[src/rtl/code_mem_loadable.sv]
// Run-time loadable i281 instruction memory; CODE_MEM_CHECKSUM_EN adds a trailing checksum word per load.
// Fetch latency 1 cycle; ld_ready high for the whole session, ld_busy blocks fetch.
module code_mem_loadable #(
  parameter  int WORD_W = 16,
  parameter  int DEPTH  = 16,
  localparam int ADDR_W = $clog2(DEPTH)
) (
  input  logic              clk,
  input  logic              rst_n,
  input  logic              fetch_en,
  input  logic [ADDR_W-1:0] fetch_addr,
  output logic [WORD_W-1:0] fetch_instr,
  output logic              fetch_valid,
  input  logic              ld_start,
  input  logic [ADDR_W:0]   ld_count,
  input  logic              ld_valid,
  input  logic [WORD_W-1:0] ld_data,
  output logic              ld_ready,
  output logic              ld_busy,
  output logic              ld_done,
  output logic              ld_err
);

`ifdef CODE_MEM_CHECKSUM_EN
  typedef enum logic [1:0] {IDLE, LOAD, CHECK} state_t;
`else
  typedef enum logic [1:0] {IDLE, LOAD} state_t;
`endif

  localparam logic [ADDR_W:0] DEPTH_C = (ADDR_W+1)'(DEPTH);

  state_t              state_q, state_d;
  logic [ADDR_W-1:0]   ptr_q, ptr_d;
  logic [ADDR_W:0]     rem_q, rem_d;
  logic                err_q, err_d;
  logic                done_q, done_d;
  logic                we;
  logic [ADDR_W:0]     cnt_eff;
  logic                xfer;
  logic [WORD_W-1:0]   mem_q [DEPTH];
  logic [WORD_W-1:0]   fetch_instr_q;
  logic                fetch_valid_q;
`ifdef CODE_MEM_CHECKSUM_EN
  logic [WORD_W-1:0]   sum_q, sum_d;
`endif

  // Zero and oversized counts both mean "fill the whole memory".
  assign cnt_eff = (ld_count == '0 || ld_count > DEPTH_C) ? DEPTH_C : ld_count;

  assign ld_ready = (state_q != IDLE);
  assign ld_busy  = (state_q != IDLE);
  assign xfer     = ld_valid && ld_ready;

  always_comb begin
    state_d = state_q;
    ptr_d   = ptr_q;
    rem_d   = rem_q;
    err_d   = err_q;
    done_d  = 1'b0;
    we      = 1'b0;
`ifdef CODE_MEM_CHECKSUM_EN
    sum_d   = sum_q;
`endif
    case (state_q)
      IDLE: begin
        if (ld_start) begin
          rem_d   = cnt_eff;
          ptr_d   = '0;
          err_d   = 1'b0;
`ifdef CODE_MEM_CHECKSUM_EN
          sum_d   = '0;
`endif
          state_d = LOAD;
        end
      end
      LOAD: begin
        if (ld_start) err_d = 1'b1;
        if (xfer) begin
          we    = 1'b1;
          ptr_d = ptr_q + ADDR_W'(1);
          rem_d = rem_q - (ADDR_W+1)'(1);
`ifdef CODE_MEM_CHECKSUM_EN
          sum_d = sum_q + ld_data;
          if (rem_q == (ADDR_W+1)'(1)) state_d = CHECK;
`else
          if (rem_q == (ADDR_W+1)'(1)) begin
            state_d = IDLE;
            done_d  = 1'b1;
          end
`endif
        end
      end
`ifdef CODE_MEM_CHECKSUM_EN
      CHECK: begin
        if (ld_start) err_d = 1'b1;
        if (xfer) begin
          if (ld_data != sum_q) err_d = 1'b1;
          state_d = IDLE;
          done_d  = 1'b1;
        end
      end
`endif
      default: state_d = IDLE;
    endcase
  end

  always_ff @(posedge clk or negedge rst_n) begin
    if (!rst_n) begin
      state_q <= IDLE;
      ptr_q   <= '0;
      rem_q   <= '0;
      err_q   <= 1'b0;
      done_q  <= 1'b0;
`ifdef CODE_MEM_CHECKSUM_EN
      sum_q   <= '0;
`endif
    end else begin
      state_q <= state_d;
      ptr_q   <= ptr_d;
      rem_q   <= rem_d;
      err_q   <= err_d;
      done_q  <= done_d;
`ifdef CODE_MEM_CHECKSUM_EN
      sum_q   <= sum_d;
`endif
    end
  end

  // Flop-based storage so reset can restore the all-NOP program.
  always_ff @(posedge clk or negedge rst_n) begin
    if (!rst_n) begin
      for (int i = 0; i < DEPTH; i++) mem_q[i] <= '0;
    end else if (we) begin
      mem_q[ptr_q] <= ld_data;
    end
  end

  always_ff @(posedge clk or negedge rst_n) begin
    if (!rst_n) begin
      fetch_instr_q <= '0;
      fetch_valid_q <= 1'b0;
    end else begin
      fetch_valid_q <= fetch_en && !ld_busy;
      if (fetch_en && !ld_busy) fetch_instr_q <= mem_q[fetch_addr];
    end
  end

  assign fetch_instr = fetch_instr_q;
  assign fetch_valid = fetch_valid_q;
  assign ld_done     = done_q;
  assign ld_err      = err_q;

endmodule

[config.mk]
export PLATFORM = sky130hd
export DESIGN_NAME = code_mem_loadable
export DESIGN_NICKNAME = d
export VERILOG_FILES = /design/src/rtl/code_mem_loadable.sv
export SDC_FILE = /design/constraint.sdc
export NUM_CORES = 1
export LEC_CHECK = 0
export ABC_CLOCK_PERIOD_IN_PS = 1900
export BUFFER_PORTS_ARGS = -buffer_cell sky130_fd_sc_hd__buf_4
export CORE_MARGIN = 2
export CORE_UTILIZATION = 35
export DETAILED_ROUTE_END_ITERATION = 10
export MAX_ROUTING_LAYER = met4
export PLACE_DENSITY_LB_ADDON = 0.08
export SLEW_MARGIN = 40
export SYNTH_ARGS = -nofsm -noshare
export SYNTH_HDL_FRONTEND = slang
export SYNTH_SLANG_ARGS = --single-unit
export TNS_END_PERCENT = 50
[constraint.sdc]
create_clock -name clk -period 1.9 [get_ports clk]
set_input_delay 0.095 -clock clk [delete_from_list [all_inputs] [get_ports clk]]
set_output_delay 0.095 -clock clk [all_outputs]
set_load 0.01 [all_outputs]
==> metrics.txt <==
via density per instance=5.02; Syn-to-layout area delta=20.4%; final count of hold timing violations=0; CTS Buffer Depth=3; most common library cells after synthesis=dfrtp_1, mux2_2, mux2i_1; Worst-Margin Slew=0.797 ns; Post-Syn Area=13,300 um^2; most common cell in the synthesized netlist=dfrtp_1; H-Tree Depth=2; WL per Instance=21.8 um; antenna-violating nets left=0; CTS tree=yes; final worst slack=0.122 ns; Seq/Total Area, Yosys=53.5%; Starting Density=35.5%; Seq cells post-synth=285; post-synthesis instance total=968; outcome=completed; FF-to-FF path depth=4; IO Pins=51; Synth area leader=dfrtp_1; Unique masters post-synth=36; synth warn=0; GRT Overall Usage=18.7%; num rows=71; asr flop ratio synth=100%; Tot Pwr=23.8 mW; first-pass GRT wire length=53,600 um; total gr overflow=0; final WL=34,700 um; Die Ht=199 um; # resized after CTS=0; CP required=2.30 ns; synth top area cells=dfrtp_1, mux2_2, mux2i_1, mux2_4, a22oi_1; Final setup viols=0; pwr/cell area=1480 nW/um^2; slowest CP cell=and3_1; worst hold path depth=2; Lkg Pwr=7.78 nW; Worst Setup Path Type=register to register; initial antenna violation count=0; antenna cells=0; gpl congestion=0.716; Post-synth EDFFs=0; Post-DP HPWL=22,200 um; CP max stage delay=0.43 ns; Max Fanout on Critical Path=16; vias in the first global route=8,391; Nets=1,094; maximum clock frequency=0.562 GHz; root buf cell=clkbuf_16; post-synth top area share=53.5%; clock sink count=285; crit end category=register; clk_lat worst skew=0.52 ns; post-CTS setup buffer count=0; Worst EP arrival=2.18 ns; Die Area=39,700 um^2; Post-Synthesis Net Count=1,005; clock buffers created by TritonCTS=35; fraction of layout instances using a drive strength above 1=40.4%; Max rail drop VDD=0.871 mV; worst rel slew slack=46.9%; first-pass iteration count of the detailed router=4; DIE WIDTH=199 um; setup tns final=0 ns; via count=8,006; syn_area_per_cell=13.8 um^2; pre-CTS setup slack=0.133 ns; DRT iter0 DRCs=322; Clk pin slew, worst setup/hold paths=0.06 ns; Synth Flop Type=dfrtp_1; max-slew violations=0; drt drc=0; Hold Path Class=primary input to register; Worst Skew=0.00830 ns; element type at the critical path start=register; Max-Cap Viols=0; PortBufs=50; final design utilization=42.7%; core area=37,600 um^2; fin crit period=1.78 ns; fin crit share=93.6%; largest net degree at the start of global routing=68; CP Cell Sequence=and2_1 > and3_1 > nand2_4 > mux2_4; RSZ-0062 raised after global routing=false
per-stage QoR:
stage	cell area (um^2)	instances	hold WS, ns
after global placement	14600	1507	-0.0452
after detailed placement	14600	1507	-0.0448
final	16000	1594	0.0199
after floorplan	13300	968	-0.201
after CTS	16000	1594	0.0127
after global routing	16000	1594	0.0329
state kept, by name (all words and copies together), names as in the netlist:
register	count
ld_err	1
rem_q	5
ld_done	1
fetch_instr	16
fetch_valid	1
state_q	1
ptr_q	4
mem_q	256
cell usage in the layout (no fill, tap or decap), types with 2 or more instances in the layout:
master,count
mux2_4,70
mux2_2,187
nor3b_4,2
buf_12,15
bufinv_16,4
clkinvlp_4,2
dlygate4sd3_1,24
clkbuf_16,36
nand2_1,55
clkbuf_1,3
nand2_2,4
mux2i_1,129
buf_4,83
xnor2_1,3
clkbuf_8,10
a22oi_1,48
clkinv_2,6
nor2b_4,2
dfrtp_1,285
inv_1,8
o21ai_0,4
nand2_4,9
ha_1,7
nand3_1,37
nor2_1,6
a21oi_1,4
nand2b_1,2
nand4_1,17
layer usage:
layer	share of wire, %	vias to the layer above	track usage [%]
li1	-	3679	-
met1	48	4183	25.7
met2	47	104	29.5
met3	2.8	40	2.51
met4	1.7	0	4.09
met5	0	-	-
final cells by class:
type | count | area, um^2
Sequential cell | 285 | 7130
Clock buffer | 49 | 1050
Timing Repair Buffer | 124 | 1190
Fill cell | 3475 | 21500
Clock inverter | 14 | 190
Inverter | 8 | 30.0
Multi-Input combinational cell | 603 | 5820
Tap cell | 511 | 639
power breakdown:
part,switching [mW],internal (mW)
sequential,1.44,8.80
combinational,2.58,3.88
clock,2.65,4.41
total,6.67,17.1
worst max-delay path, delay by kind of cell (launching register included):
kind | cells | cell delay, ns
simple gates | 3 | 0.88
flops | 1 | 0.39
mux | 1 | 0.37
what timing repair did:
| action | in CTS | in global routing |
|---|---|---|
| hold buffers | 24 | 0 |
| endpoints found under the hold margin | 513 | 0 |
| endpoints found under the setup margin | 0 | 0 |
cells by family after synthesis:
group / Yosys count / synth area share [%]
compound gates: 62 / 3.37
xor+xnor: 3 / 0.197
mux: 386 / 33.4
flops: 285 / 53.5
buf+inv: 80 / 3.04
fa+ha+maj: 7 / 0.657
simple gates: 145 / 5.85
final timing paths:
path                                  from               to  slack, ns
min in group asynchronous            rst_n        mem_q[45]       0.54
max in group asynchronous            rst_n       mem_q[173]       0.19
max                             state_q[0]        mem_q[42]       0.12
min                            ld_data[14]        mem_q[30]       0.02
min reg2reg                fetch_instr[13]  fetch_instr[13]       0.48
max reg2reg                     state_q[0]        mem_q[42]       0.12
Power figures use the tool's default switching activity.
